**src/rtl/alu_share_ctrl_pkg.sv**
```systemverilog
// Shared ALU control codes and controller state encoding for alu_share_ctrl.
// ALU_SHARE_MUL_STALL_EN adds the MUL_WAIT state.
package alu_share_ctrl_pkg;

    localparam logic [2:0] ALU_AND = 3'b000;
    localparam logic [2:0] ALU_OR  = 3'b001;
    localparam logic [2:0] ALU_ADD = 3'b010;
    localparam logic [2:0] ALU_MUL = 3'b100;
    localparam logic [2:0] ALU_SUB = 3'b110;

    typedef enum logic [1:0] {
        ST_IDLE     = 2'd0,
        ST_EXEC     = 2'd1,
`ifdef ALU_SHARE_MUL_STALL_EN
        ST_MUL_WAIT = 2'd2,
`endif
        ST_RESP     = 2'd3
    } state_t;

endpackage

```
**src/rtl/alu_share_ctrl_rr_arb2.sv**
```systemverilog
// Two-way round-robin arbiter: a sole requester wins, a tie goes to the
// requester that was not granted last.
module rr_arb2 (
    input  logic [1:0] valid,
    input  logic       last_grant,
    output logic       grant,
    output logic       gnt_id
);

    assign grant  = |valid;
    assign gnt_id = (&valid) ? ~last_grant : valid[1];

endmodule

```
**src/rtl/alu_share_ctrl.sv**
```systemverilog
// Shares one combinational ALU between two requesters with round-robin grant.
// Define ALU_SHARE_MUL_STALL_EN to hold the ALU for MUL_LAT cycles on MUL.
module alu_share_ctrl
    import alu_share_ctrl_pkg::*;
#(
    parameter int WIDTH   = 32,
    parameter int CTRL_W  = 3,
    parameter int MUL_LAT = 3
) (
    input  logic              clk_i,
    input  logic              rst_i,
    input  logic              req0_valid_i,
    output logic              req0_ready_o,
    input  logic [WIDTH-1:0]  req0_data1_i,
    input  logic [WIDTH-1:0]  req0_data2_i,
    input  logic [CTRL_W-1:0] req0_ctrl_i,
    input  logic              req1_valid_i,
    output logic              req1_ready_o,
    input  logic [WIDTH-1:0]  req1_data1_i,
    input  logic [WIDTH-1:0]  req1_data2_i,
    input  logic [CTRL_W-1:0] req1_ctrl_i,
    output logic [WIDTH-1:0]  alu_data1_o,
    output logic [WIDTH-1:0]  alu_data2_o,
    output logic [CTRL_W-1:0] alu_ctrl_o,
    input  logic [WIDTH-1:0]  alu_data_i,
    input  logic              alu_zero_i,
    output logic              rsp_valid_o,
    input  logic              rsp_ready_i,
    output logic              rsp_id_o,
    output logic [WIDTH-1:0]  rsp_data_o,
    output logic              rsp_zero_o
);

    // state    | meaning
    // IDLE     | grant one valid requester, latch its operation
    // EXEC     | ALU evaluates latched operands, result captured
    // MUL_WAIT | multi-cycle MUL in progress (stall build only)
    // RESP     | result held until the consumer takes it

    if (MUL_LAT < 2) begin : g_mul_lat_check
        $error("alu_share_ctrl: MUL_LAT must be at least 2");
    end

    state_t            state_q, state_d;
    logic              last_grant_q;
    logic              op_id_q;
    logic              arb_grant, arb_id;
    logic              accept, capture;
    logic [WIDTH-1:0]  rsp_data_q;
    logic              rsp_zero_q, rsp_id_q;

`ifdef ALU_SHARE_MUL_STALL_EN
    localparam int CNT_W = $clog2(MUL_LAT);
    logic [CNT_W-1:0]  mul_cnt_q;
    logic              mul_start;
`endif

    rr_arb2 u_arb (
        .valid      ({req1_valid_i, req0_valid_i}),
        .last_grant (last_grant_q),
        .grant      (arb_grant),
        .gnt_id     (arb_id)
    );

    // Ready is also held low while reset is asserted so nothing looks accepted.
    assign req0_ready_o = rst_i & (state_q == ST_IDLE) & arb_grant & ~arb_id;
    assign req1_ready_o = rst_i & (state_q == ST_IDLE) & arb_grant &  arb_id;

    always_comb begin
        state_d = state_q;
        accept  = 1'b0;
        capture = 1'b0;
`ifdef ALU_SHARE_MUL_STALL_EN
        mul_start = 1'b0;
`endif
        case (state_q)
            ST_IDLE: begin
                if (arb_grant) begin
                    accept  = 1'b1;
                    state_d = ST_EXEC;
                end
            end
            ST_EXEC: begin
`ifdef ALU_SHARE_MUL_STALL_EN
                if (alu_ctrl_o == CTRL_W'(ALU_MUL)) begin
                    mul_start = 1'b1;
                    state_d   = ST_MUL_WAIT;
                end else begin
                    capture = 1'b1;
                    state_d = ST_RESP;
                end
`else
                capture = 1'b1;
                state_d = ST_RESP;
`endif
            end
`ifdef ALU_SHARE_MUL_STALL_EN
            ST_MUL_WAIT: begin
                if (mul_cnt_q == '0) begin
                    capture = 1'b1;
                    state_d = ST_RESP;
                end
            end
`endif
            ST_RESP: begin
                if (rsp_ready_i) begin
                    state_d = ST_IDLE;
                end
            end
            default: state_d = ST_IDLE;
        endcase
    end

    always_ff @(posedge clk_i or negedge rst_i) begin
        if (!rst_i) begin
            state_q      <= ST_IDLE;
            last_grant_q <= 1'b1;
            op_id_q      <= 1'b0;
            alu_data1_o  <= '0;
            alu_data2_o  <= '0;
            alu_ctrl_o   <= '0;
            rsp_data_q   <= '0;
            rsp_zero_q   <= 1'b0;
            rsp_id_q     <= 1'b0;
        end else begin
            state_q <= state_d;
            if (accept) begin
                last_grant_q <= arb_id;
                op_id_q      <= arb_id;
                alu_data1_o  <= arb_id ? req1_data1_i : req0_data1_i;
                alu_data2_o  <= arb_id ? req1_data2_i : req0_data2_i;
                alu_ctrl_o   <= arb_id ? req1_ctrl_i  : req0_ctrl_i;
            end
            if (capture) begin
                rsp_data_q <= alu_data_i;
                rsp_zero_q <= alu_zero_i;
                rsp_id_q   <= op_id_q;
            end
        end
    end

`ifdef ALU_SHARE_MUL_STALL_EN
    // Loaded with MUL_LAT-2 so MUL_WAIT lasts MUL_LAT-1 cycles.
    always_ff @(posedge clk_i or negedge rst_i) begin
        if (!rst_i) begin
            mul_cnt_q <= '0;
        end else if (mul_start) begin
            mul_cnt_q <= CNT_W'(MUL_LAT - 2);
        end else if (state_q == ST_MUL_WAIT && mul_cnt_q != '0) begin
            mul_cnt_q <= mul_cnt_q - CNT_W'(1);
        end
    end
`endif

    assign rsp_valid_o = (state_q == ST_RESP);
    assign rsp_data_o  = rsp_data_q;
    assign rsp_zero_o  = rsp_zero_q;
    assign rsp_id_o    = rsp_id_q;

endmodule

```
**config.mk**
```make
export PLATFORM = sky130hd
export DESIGN_NAME = alu_share_ctrl
export DESIGN_NICKNAME = d
export VERILOG_FILES = /design/src/rtl/alu_share_ctrl_pkg.sv /design/src/rtl/alu_share_ctrl_rr_arb2.sv /design/src/rtl/alu_share_ctrl.sv
export SDC_FILE = /design/constraint.sdc
export NUM_CORES = 1
export LEC_CHECK = 0
export CORE_MARGIN = 5
export CORE_UTILIZATION = 38
export DETAILED_ROUTE_END_ITERATION = 10
export PLACE_DENSITY = 0.81
export SLEW_MARGIN = 20
export SYNTH_ARGS = -nofsm -noshare
export SYNTH_HDL_FRONTEND = slang
export SYNTH_SLANG_ARGS = --single-unit
```
**constraint.sdc**
```tcl
create_clock -name clk_i -period 2.2 [get_ports clk_i]
set_clock_uncertainty 0.2 [all_clocks]
set_input_delay 0.33 -clock clk_i [delete_from_list [all_inputs] [get_ports clk_i]]
set_output_delay 0.33 -clock clk_i [all_outputs]
set_load 0.02 [all_outputs]
```
==> metrics.cfg <==
[route]
drc=0
antenna_left=0
drtIter0Drc=329
drt_first_pass_iters=4
vias=4538
via_per_inst=5.19
drt-total-wl_um=15800
post_drt_wl_per_cell_um=18.1

[synth]
syn_nets=639
syn_area_per_cell_um2=9.95
yosys-top-cells-count=136 x nand2_1, 104 x dfrtp_1, 68 x a21oi_1
yosysSeqAreaShare_pct=56.6
yosys_warnings=0
syn_area_um2=4640
synth_edf_count=0
ys_seq_elements=105
yosysMostFrequentCell=nand2_1
yosysUniqueCellTypes=23
synth_flop_cell=dfrtp_1
synth_top_area_share_pct=56.0
ys_async_sr_fraction_pct=100
synth_area_leaders=dfrtp_1 56%, nand2_1 11%, mux2_2 8.0%
synth_largest_area_cell=dfrtp_1
syn_inst=467

[placement]
dp_slack_ns=-0.260
placed_area_um2=7470
gp_congestion=0.797
hpwl_um=11400
port_buffers=275

[cts]
cts_tree=yes
cts_root_buf=clkbuf_16
clk_path_buf_depth=2
htreeDepth=3
clock_latency_ns=0.33
cts.clk_slew.worst_paths_ns=0.07
cts_buffers=9
cts_sinks=105
post-cts-setup-buffers=0

[floorplanning]
fp.dieW_um=121
die-area_um2=14500
coreArea_um2=12000
die_y_um=121
start_util_pct=38.7
io_pins=276
row_count=40

[power]
p_per_area_nw_per_um2=1400
ir_worst_vdd_uv=700
sequentialPowerShare_pct=32.0
switching_share_pct=38.8
p_switching_w=0.00424
leakagePower_nw=3.18
combPwrFrac_pct=52.7
power.internal_w=0.00668
clockPowerShare_pct=15.2

[sta]
worst_slew_pin_slew_ns=0.792
finalCritPeriodShare_pct=95.9
finalHoldViolations=0
setup_viol=0
setup_tns_ns=0
maxSlewViolCount=0
slew_headroom_pct=47.2
whs_ns=0.292
fmax_mhz=474
rsz0062_at_grt=false
period_needed_ns=2.11
final.setup.worst_slack_ns=0.0909

[worst_setup_path]
start_kind=input pin
cp.arrival_ns=1.58
cp.buffers_inverters=3
r2r-start=state_q[1]
crit_type=in -> out
path_cells=clkdlybuf4s50_1, buf_4, a21boi_4, and3_1, dlygate4sd2_1
cp_max_fo=3
cp.required_ns=1.67
endpoint_kind=output port
critical_path.slowest_cell=clkdlybuf4s50_1
cp_top_family=buffers and inverters
cpPeakStageDelay_ns=0.47
crit_start=req1_valid_i

[global_routing]
grt_overflow_total=0
busiest_layer=met2
grt.total_usage_pct=21.5
use_met1_pct=25.4
grt_max_degree=69
grt_pass1_wl_um=25000
antenna_found_initial=1
use_met3_pct=6.74
grt_pass1_vias=4743
grt_util_met2_pct=36.2

[flow_run]
drv_cap=0

[finish]
area_growth_syn_to_layout_pct=67.7
stdcell_area_um2=7790
seq_area_um2=2630
multi_input_area_um2=1820
antenna_cells=0
filler_cell_count=986
drive_above_1_share_pct=10.6
fin_nets=894

[outcome]
status=completed

[worst_hold_path]
hold_start=rsp_id_o
hold_path.class=reg -> reg

==> worst paths after layout <==
kind | slack [ns] | cells after the start | endpoint
min in group asynchronous | 0.33 | 2 | last_grant_q
hold / removal | 0.29 | 2 | rsp_id_o
setup / recovery | 0.09 | 5 | req1_ready_o
max in group asynchronous | 0.80 | 3 | alu_data2_o[15]
hold reg to reg | 0.29 | 2 | rsp_id_o
setup reg to reg | 0.22 | 4 | alu_data1_o[14]
==> registers in the layout, summed over array words and instances (netlist names) <==
name / cells
rsp_id_o: 1
alu_data2_o: 32
state_q: 2
rsp_zero_o: 1
alu_ctrl_o: 3
rsp_data_o: 32
alu_data1_o: 32
op_id_q: 1
last_grant_q: 1
==> cell type report <==
class / instances / area share [%]
timing repair buffer: 286 / 36.5
sequential: 105 / 33.8
multi-input combinational: 318 / 23.3
tap: 147 / 2.36
inverter: 2 / 0.0964
clock buffer: 10 / 3.07
clock inverter: 6 / 0.932
==> cell families after synthesis <==
| family | share of synthesized area, % |
|---|---|
| buffers and inverters | 4.58 |
| and+or+nand+nor | 12.0 |
| muxes | 8.00 |
| DFF | 56.6 |
| AOI/OAI and AO/OA | 18.8 |
==> routing by layer <==
| layer | part of all wire [%] | up-vias |
|---|---|---|
| li1 | - | 2127 |
| met1 | 38 | 2143 |
| met2 | 49 | 232 |
| met3 | 9.9 | 36 |
| met4 | 3.2 | 0 |
| met5 | 0 | - |
==> tightest hold or removal path: cells and delay by family (launching register included) <==
| family | cells | cell delay (ns) |
|---|---|---|
| AOI/OAI and AO/OA | 1 | 0.06 |
| and+or+nand+nor | 1 | 0.05 |
| DFF | 1 | 0.35 |
==> stage by stage <==
step	util [%]	total power, W	instances
6_report	64.8	0.0109	874
5_1_grt	64.8	0.0115	874
3_5_place_dp	62.2	0.00933	857
2_1_floorplan	-	0.00647	467
3_3_place_gp	62.2	0.00915	857
4_1_cts	64.9	0.0110	874
==> layout by cell type, fill, tap and decap left out <==
master           Yosys  routed
inv_6                0       2
dlygate4sd3_1        0       1
buf_12               0       1
a21o_1               1       1
a21boi_4             0       1
a31oi_2             10      10
buf_4                1      10
a31oi_1             58      58
clkbuf_16            0       9
bufinv_16            0       1
dfstp_2              1       1
dfrtp_1            104     104
nand2_1            136     136
and2_4               1       1
or2_2                0       1
clkbuf_8             0       1
a21boi_0             1       1
and2_1               1       1
clkinvlp_4           0       1
inv_1                2       2
clkdlybuf4s50_1      0     272
dlygate4sd2_1        0       1
clkinv_4             0       2
o21ai_0              2       2
mux2_2              33      33
nand2b_1             1       1
buf_2               17       1
nor2_4               0       1
and3_1               2       2
a21oi_1             68      68
a21bo_2              1       1
==> timing repair <==
| item | CTS | global route |
|---|---|---|
| hold buffers | 1 | 0 |
| resized for setup | 4 | 2 |
| setup endpoints to repair | 2 | 1 |
| pin swaps | 0 | 0 |
| endpoints found under the hold margin | 98 | 0 |
==> power groups by stage <==
| stage | Clock [W] | Combinational [W] | Sequential, W |
|---|---|---|---|
| 4_1_cts | 0.00171 | 0.00583 | 0.00350 |
| 6_report | 0.00166 | 0.00575 | 0.00350 |
| 5_1_grt | 0.00177 | 0.00616 | 0.00362 |
| 3_5_place_dp | 0 | 0.00581 | 0.00352 |
| 3_3_place_gp | 0 | 0.00571 | 0.00344 |
| 2_1_floorplan | 0 | 0.00188 | 0.00460 |
Note: power is estimated with default switching activity, not from simulation.
